## src/rtl/ariane_soc.sv

```systemverilog
// SoC-wide peripheral map: slave indices, base/length constants and the rule table
// walked by the peripheral arbiter's address decoder, plus the arbiter FSM state type.
package ariane_soc;

    typedef enum int unsigned {
        DRAM     = 0,
        GPIO     = 1,
        Ethernet = 2,
        SPI      = 3,
        Timer    = 4,
        UART     = 5,
        PLIC     = 6,
        CLINT    = 7,
        ROM      = 8,
        Debug    = 9
    } axi_slaves_t;

    localparam int NB_PERIPHERALS = int'(Debug) + 1;

    localparam logic [63:0] DebugLength    = 64'h1000;
    localparam logic [63:0] ROMLength      = 64'h10000;
    localparam logic [63:0] CLINTLength    = 64'hC0000;
    localparam logic [63:0] PLICLength     = 64'h3FF_FFFF;
    localparam logic [63:0] UARTLength     = 64'h1000;
    localparam logic [63:0] TimerLength    = 64'h1000;
    localparam logic [63:0] SPILength      = 64'h80_0000;
    localparam logic [63:0] EthernetLength = 64'h1_0000;
    localparam logic [63:0] GPIOLength     = 64'h1000;
    localparam logic [63:0] DRAMLength     = 64'h4000_0000;

    localparam logic [63:0] DebugBase    = 64'h0000_0000;
    localparam logic [63:0] ROMBase      = 64'h0001_0000;
    localparam logic [63:0] CLINTBase    = 64'h0200_0000;
    localparam logic [63:0] PLICBase     = 64'h0C00_0000;
    localparam logic [63:0] UARTBase     = 64'h1000_0000;
    localparam logic [63:0] TimerBase    = 64'h1800_0000;
    localparam logic [63:0] SPIBase      = 64'h2000_0000;
    localparam logic [63:0] EthernetBase = 64'h3000_0000;
    localparam logic [63:0] GPIOBase     = 64'h4000_0000;
    localparam logic [63:0] DRAMBase     = 64'h8000_0000;

    typedef struct packed {
        axi_slaves_t idx;
        logic [63:0] base;
        logic [63:0] length;
    } periph_rule_t;

    // Entry i describes slave i, so the decoder can use the loop index as the select bit.
    localparam periph_rule_t PeriphMap [NB_PERIPHERALS] = '{
        '{idx: DRAM,     base: DRAMBase,     length: DRAMLength},
        '{idx: GPIO,     base: GPIOBase,     length: GPIOLength},
        '{idx: Ethernet, base: EthernetBase, length: EthernetLength},
        '{idx: SPI,      base: SPIBase,      length: SPILength},
        '{idx: Timer,    base: TimerBase,    length: TimerLength},
        '{idx: UART,     base: UARTBase,     length: UARTLength},
        '{idx: PLIC,     base: PLICBase,     length: PLICLength},
        '{idx: CLINT,    base: CLINTBase,    length: CLINTLength},
        '{idx: ROM,      base: ROMBase,      length: ROMLength},
        '{idx: Debug,    base: DebugBase,    length: DebugLength}
    };

    typedef enum logic [1:0] {
        IDLE = 2'd0,
        REQ  = 2'd1,
        RSP  = 2'd2,
        ERR  = 2'd3
    } arb_state_t;

endpackage

```

## src/rtl/periph_rr_arbiter.sv

```systemverilog
// N-way round-robin picker: combinational one-hot grant and index, search starting at
// the pointer; the pointer moves past the winner only when advance_i is strobed.
module periph_rr_arbiter #(
    parameter int N    = 3,
    parameter int IdxW = (N > 1) ? $clog2(N) : 1
) (
    input  logic            clk_i,
    input  logic            rst_i,
    input  logic [N-1:0]    req_i,
    input  logic            advance_i,
    output logic [N-1:0]    gnt_o,
    output logic [IdxW-1:0] idx_o
);

    logic [IdxW-1:0] ptr;

    always_comb begin
        int pos;
        logic found;
        logic [IdxW-1:0] cand;
        pos   = 0;
        found = 1'b0;
        cand  = '0;
        gnt_o = '0;
        idx_o = '0;
        for (int k = 0; k < N; k++) begin
            pos = int'(ptr) + k;
            if (pos >= N) pos = pos - N;
            cand = IdxW'(pos);
            if (!found && req_i[cand]) begin
                found       = 1'b1;
                gnt_o[cand] = 1'b1;
                idx_o       = cand;
            end
        end
    end

    always_ff @(posedge clk_i or posedge rst_i) begin
        if (rst_i) begin
            ptr <= '0;
        end else if (advance_i) begin
            ptr <= (idx_o == IdxW'(N - 1)) ? '0 : idx_o + 1'b1;
        end
    end

endmodule

```

## src/rtl/soc_periph_arbiter.sv

```systemverilog
// Shares the peripheral register port among all masters: round-robin grant in IDLE,
// address decode against PeriphMap, one transaction in flight, error on miss or timeout.
module soc_periph_arbiter
    import ariane_soc::*;
#(
    parameter int NumMasters    = 3,
    parameter int AddrWidth     = 64,
    parameter int DataWidth     = 64,
    parameter int TimeoutCycles = 1024
) (
    input  logic                                  clk_i,
    input  logic                                  rst_i,
    input  logic [NumMasters-1:0]                 req_i,
    input  logic [NumMasters*AddrWidth-1:0]       addr_i,
    input  logic [NumMasters-1:0]                 we_i,
    input  logic [NumMasters*DataWidth-1:0]       wdata_i,
    input  logic [NumMasters*(DataWidth/8)-1:0]   be_i,
    output logic [NumMasters-1:0]                 gnt_o,
    output logic [NumMasters-1:0]                 rvalid_o,
    output logic [DataWidth-1:0]                  rdata_o,
    output logic                                  err_o,
    output logic                                  slv_req_o,
    output logic [NB_PERIPHERALS-1:0]             slv_sel_o,
    output logic [AddrWidth-1:0]                  slv_addr_o,
    output logic                                  slv_we_o,
    output logic [DataWidth-1:0]                  slv_wdata_o,
    output logic [DataWidth/8-1:0]                slv_be_o,
    input  logic                                  slv_gnt_i,
    input  logic                                  slv_rvalid_i,
    input  logic [DataWidth-1:0]                  slv_rdata_i,
    input  logic                                  slv_err_i
);

    localparam int IdxW = (NumMasters > 1) ? $clog2(NumMasters) : 1;
    localparam int CntW = $clog2(TimeoutCycles + 1);
    localparam int BeW  = DataWidth / 8;

    arb_state_t state_q, state_d;

    logic [NumMasters-1:0]     arb_gnt;
    logic [IdxW-1:0]           arb_idx;
    logic                      grant;
    logic [IdxW-1:0]           win_q;
    logic [CntW-1:0]           cnt_q;
    logic                      timeout;
    logic                      rsp_take;
    logic                      err_rsp;

    logic [AddrWidth-1:0]      win_addr;
    logic [63:0]               addr_ext;
    logic [63:0]               dec_base;
    logic [63:0]               dec_off;
    logic                      dec_hit;
    logic [NB_PERIPHERALS-1:0] dec_sel;

    periph_rr_arbiter #(
        .N    (NumMasters),
        .IdxW (IdxW)
    ) u_rr (
        .clk_i     (clk_i),
        .rst_i     (rst_i),
        .req_i     (req_i),
        .advance_i (grant),
        .gnt_o     (arb_gnt),
        .idx_o     (arb_idx)
    );

    // Grants only while idle; held low during reset so nothing looks granted.
    assign grant = (state_q == IDLE) && (|req_i) && !rst_i;
    assign gnt_o = grant ? arb_gnt : '0;

    assign win_addr = addr_i[arb_idx*AddrWidth +: AddrWidth];
    assign addr_ext = 64'(win_addr);

    // Comparing the offset against length avoids forming base+length.
    always_comb begin
        dec_hit  = 1'b0;
        dec_sel  = '0;
        dec_base = '0;
        for (int i = 0; i < NB_PERIPHERALS; i++) begin
            if (addr_ext >= PeriphMap[i].base &&
                (addr_ext - PeriphMap[i].base) < PeriphMap[i].length) begin
                dec_hit    = 1'b1;
                dec_sel[i] = 1'b1;
                dec_base   = PeriphMap[i].base;
            end
        end
    end

    assign dec_off = addr_ext - dec_base;

    assign timeout   = ((state_q == REQ) || (state_q == RSP)) &&
                       (cnt_q == CntW'(TimeoutCycles - 1));
    assign slv_req_o = (state_q == REQ);

    always_ff @(posedge clk_i or posedge rst_i) begin
        if (rst_i) state_q <= IDLE;
        else       state_q <= state_d;
    end

    always_comb begin
        state_d  = state_q;
        rsp_take = 1'b0;
        err_rsp  = 1'b0;
        case (state_q)
            IDLE: begin
                if (grant) state_d = dec_hit ? REQ : ERR;
            end
            REQ: begin
                if (slv_gnt_i && slv_rvalid_i) begin
                    rsp_take = 1'b1;
                    state_d  = IDLE;
                end else if (timeout) begin
                    err_rsp = 1'b1;
                    state_d = IDLE;
                end else if (slv_gnt_i) begin
                    state_d = RSP;
                end
            end
            RSP: begin
                if (slv_rvalid_i) begin
                    rsp_take = 1'b1;
                    state_d  = IDLE;
                end else if (timeout) begin
                    err_rsp = 1'b1;
                    state_d = IDLE;
                end
            end
            ERR: begin
                err_rsp = 1'b1;
                state_d = IDLE;
            end
            default: state_d = IDLE;
        endcase
    end

    always_ff @(posedge clk_i or posedge rst_i) begin
        if (rst_i) begin
            win_q       <= '0;
            cnt_q       <= '0;
            slv_sel_o   <= '0;
            slv_addr_o  <= '0;
            slv_we_o    <= 1'b0;
            slv_wdata_o <= '0;
            slv_be_o    <= '0;
            rvalid_o    <= '0;
            rdata_o     <= '0;
            err_o       <= 1'b0;
        end else begin
            rvalid_o <= '0;
            if (grant) begin
                win_q       <= arb_idx;
                cnt_q       <= '0;
                slv_sel_o   <= dec_hit ? dec_sel : '0;
                slv_addr_o  <= dec_hit ? AddrWidth'(dec_off) : '0;
                slv_we_o    <= we_i[arb_idx];
                slv_wdata_o <= wdata_i[arb_idx*DataWidth +: DataWidth];
                slv_be_o    <= be_i[arb_idx*BeW +: BeW];
            end else if ((state_q == REQ) || (state_q == RSP)) begin
                cnt_q <= cnt_q + 1'b1;
            end
            if (rsp_take) begin
                rvalid_o <= NumMasters'(1) << win_q;
                rdata_o  <= slv_rdata_i;
                err_o    <= slv_err_i;
            end else if (err_rsp) begin
                rvalid_o <= NumMasters'(1) << win_q;
                rdata_o  <= '0;
                err_o    <= 1'b1;
            end
        end
    end

endmodule

```

## config.mk

```make
export PLATFORM = sky130hd
export DESIGN_NAME = soc_periph_arbiter
export DESIGN_NICKNAME = d
export VERILOG_FILES = /design/src/rtl/ariane_soc.sv /design/src/rtl/periph_rr_arbiter.sv /design/src/rtl/soc_periph_arbiter.sv
export SDC_FILE = /design/constraint.sdc
export NUM_CORES = 1
export LEC_CHECK = 0
export ABC_AREA = 1
export BUFFER_PORTS_ARGS = -buffer_cell sky130_fd_sc_hd__buf_2
export CAP_MARGIN = 10
export CORE_AREA = 2 2 270 272
export CTS_CLUSTER_DIAMETER = 60
export DETAILED_ROUTE_END_ITERATION = 12
export DIE_AREA = 0 0 272 274
export PLACE_DENSITY_LB_ADDON = 0.08
export SYNTH_ARGS = -nofsm -noshare
export SYNTH_HDL_FRONTEND = slang
export SYNTH_HIERARCHICAL = 1
export SYNTH_SLANG_ARGS = --single-unit
```

## constraint.sdc

```tcl
create_clock -name clk_i -period 8.5 [get_ports clk_i]
set_input_delay 1.275 -clock clk_i [delete_from_list [all_inputs] [get_ports clk_i]]
set_output_delay 1.275 -clock clk_i [all_outputs]
set_load 0.05 [all_outputs]
```

==> impl_metrics.toml <==
[timing]
tightest_slew_ns = 1.033
fin_crit_sh_pct = 86.99
hold_viol = 0
setup_tns_ns = 0
layout_min_cycle_time_ns = 7.394
max_slew_margin_pct = 31.14
skew_ns = 0.01601
drv_slew = 0
max_clock_freq_mhz = 135.2
setup_viol = 0
rsz0062_at_grt = "false"

[yosys]
avgSynthCellArea_sq_um = 5.911
synth_area_leaders = "dfrtp_1 28%, nand2_1 22%, nor2_1 10%, nand3_1 7.5%, inv_1 6.0%"
ys.flop_type = "dfrtp_1"
synth_seq_area_share_pct = 27.88
synth-edff-count = 0
yosysWarnings = 6
syn_area_sq_um = 20820
yosys.area.top_type = "dfrtp_1"
ys_ff_latch = 232
synthArstFlopShare_pct = 100.0
netlist.area_leader.share_pct = 27.88
synth_nets = 4034
ys_types = 55
synthCells = 3523

[cts]
cts_tree = "done"
cts.sinks = 232
cts.clk_slew.worst_paths_ns = 0.06
clk_latency_ns = 0.58
cts_max_level = 1
post_cts_buffers = 0
numCtsBuffers = 29
postCtsHoldBufs = 0
clk_path_buf_depth = 3
clock-root-buffer = "clkbuf_16"
cts_resized = 0

[layout]
layout-drive-gt1-share_pct = 23.09
layoutNonFillerInstCount = 5204
regArea_sq_um = 5806
areaGrowthSynthToFinish_pct = 28.70
fin_nets = 4724
multiInputGateArea_sq_um = 13000
fill_cells = 8435

[drt]
wl_per_cell_um = 26.23
drc = 0
postRouteAntennaNets = 0
drt_iter0_drc = 2801
drt_first_pass_iters = 6
vias_per_cell = 5.248
routed_wl_um = 136500
num_vias = 27308

[grt]
grt_use_total_pct = 34.99
grt_pass1_wl_um = 189000
grt_max_degree = 117
antenna_found_initial = 31
grt_pass1_vias = 25908
grt_overflow = 0

[setup_path]
r2r_start = "u_rr/ptr[0]"
crit_path_end_kind = "flip-flop"
cp_common_cell = "nand2_1"
cp.required_ns = 9.02
crit_type = "flip-flop to flip-flop"
critPathTopFamily = "simple AND/OR/NAND/NOR gates"
start_kind = "flip-flop"
cpPeakStageDelay_ns = 0.72
cpMaxStageDelayCell = "a21oi_1"
cp-startpoint = "u_rr/ptr[0]"
worst-path-buf-inv = 10
critPathMaxFanout = 31
arrival_ns = 7.92

[floorplan]
dieArea_sq_um = 74530
die_y_um = 274
boundaryPins = 702
rows = 99
core_sq_um = 71970
die_x_um = 272
start_util_pct = 28.94

[placement]
dp_hpwl_um = 110600
gp_congestion = 1.098
port_buffers = 701
placedCellCount = 5141

[min_path]
min_path_type = "flip-flop to flip-flop"
hold_start = "win_q[1]"

[job]
cap_violations = 0

[run_status]
status = "completed"
-- cells in the mapped netlist, types with 34 or more instances --
cell	instances
a21oi_1	104
buf_2	34
clkbuf_1	74
dfrtp_1	232
inv_1	333
nand2_1	1202
nand3_1	312
nand4_1	49
nor2_1	560
o21ai_0	201
o311ai_0	43
xor2_1	71
-- final timing paths --
kind                            slack [ns]  depth (start not counted)              end
max in group asynchronous             6.37                          3  slv_wdata_o[11]
worst min-delay path                  0.46                          1      rvalid_o[0]
worst min register to register        0.46                          1      rvalid_o[0]
min in group asynchronous             0.60                          2      u_rr/ptr[1]
worst max-delay path                  1.11                         40   slv_addr_o[49]
worst max register to register        1.11                         40   slv_addr_o[49]
-- flip-flops by register name (all words and copies together) (netlist names), 2 cells and up --
| register | count |
|---|---|
| rdata_o | 64 |
| cnt_q | 11 |
| state_q | 2 |
| slv_addr_o | 64 |
| slv_sel_o | 10 |
| u_rr/ptr | 2 |
| slv_be_o | 8 |
| slv_wdata_o | 64 |
| rvalid_o | 3 |
| win_q | 2 |
-- cells in the final DEF, fill, tap and decap left out, drive strengths merged, types with 28 or more instances in the layout --
master     n
inv      351
o311ai    43
a21oi    108
nand4     49
nand2   1239
buf      801
nand3    317
dfrtp    232
ha        28
clkbuf    36
nor2     607
xor2      71
o21ai    237
-- final cells by class --
class                      count  share of cell area [%]
multi-input combinational   2788                   48.52
sequential                   232                   21.66
timing repair buffer         801                   16.03
inverter                     361                   5.121
tap                          959                   4.477
clock buffer                  36                   2.992
clock inverter                18                   1.116
antenna                        9                 0.08403
-- cells by family after synthesis --
logic type	Yosys count	synth area share, %
AOI/OAI and AO/OA	418	11.47
and+or+nand+nor	2266	46.00
buffers and inverters	503	9.769
xor gates and xnor gates	76	3.196
adders and majority gates	28	1.682
DFF	232	27.88
-- layer usage --
layer | wire length, um | vias to the layer above | track usage [%]
met5 | 224 | - | 0
met3 | 11920 | 329 | 7.741
li1 | - | 12612 | -
met4 | 7818 | 36 | 17.57
met1 | 56150 | 13039 | 45.06
met2 | 60410 | 1292 | 55.14
-- through the flow --
step                      instance area [sq um]  utilization, %  worst slack (ns)  hold WS (ns)
after floorplan                           20830               -            0.9204        0.4309
after global placement                    25680           35.68            0.6678        0.4565
after detailed placement                  25680           35.68            0.5786        0.4560
after CTS                                 26780           37.21             1.138        0.4464
after global routing                      26790           37.22            0.3985        0.4882
final                                     26800           37.24             1.106        0.4621
Power is not shown: default switching activity piles up to over one toggle a cycle in this logic, so the estimate is an artifact.
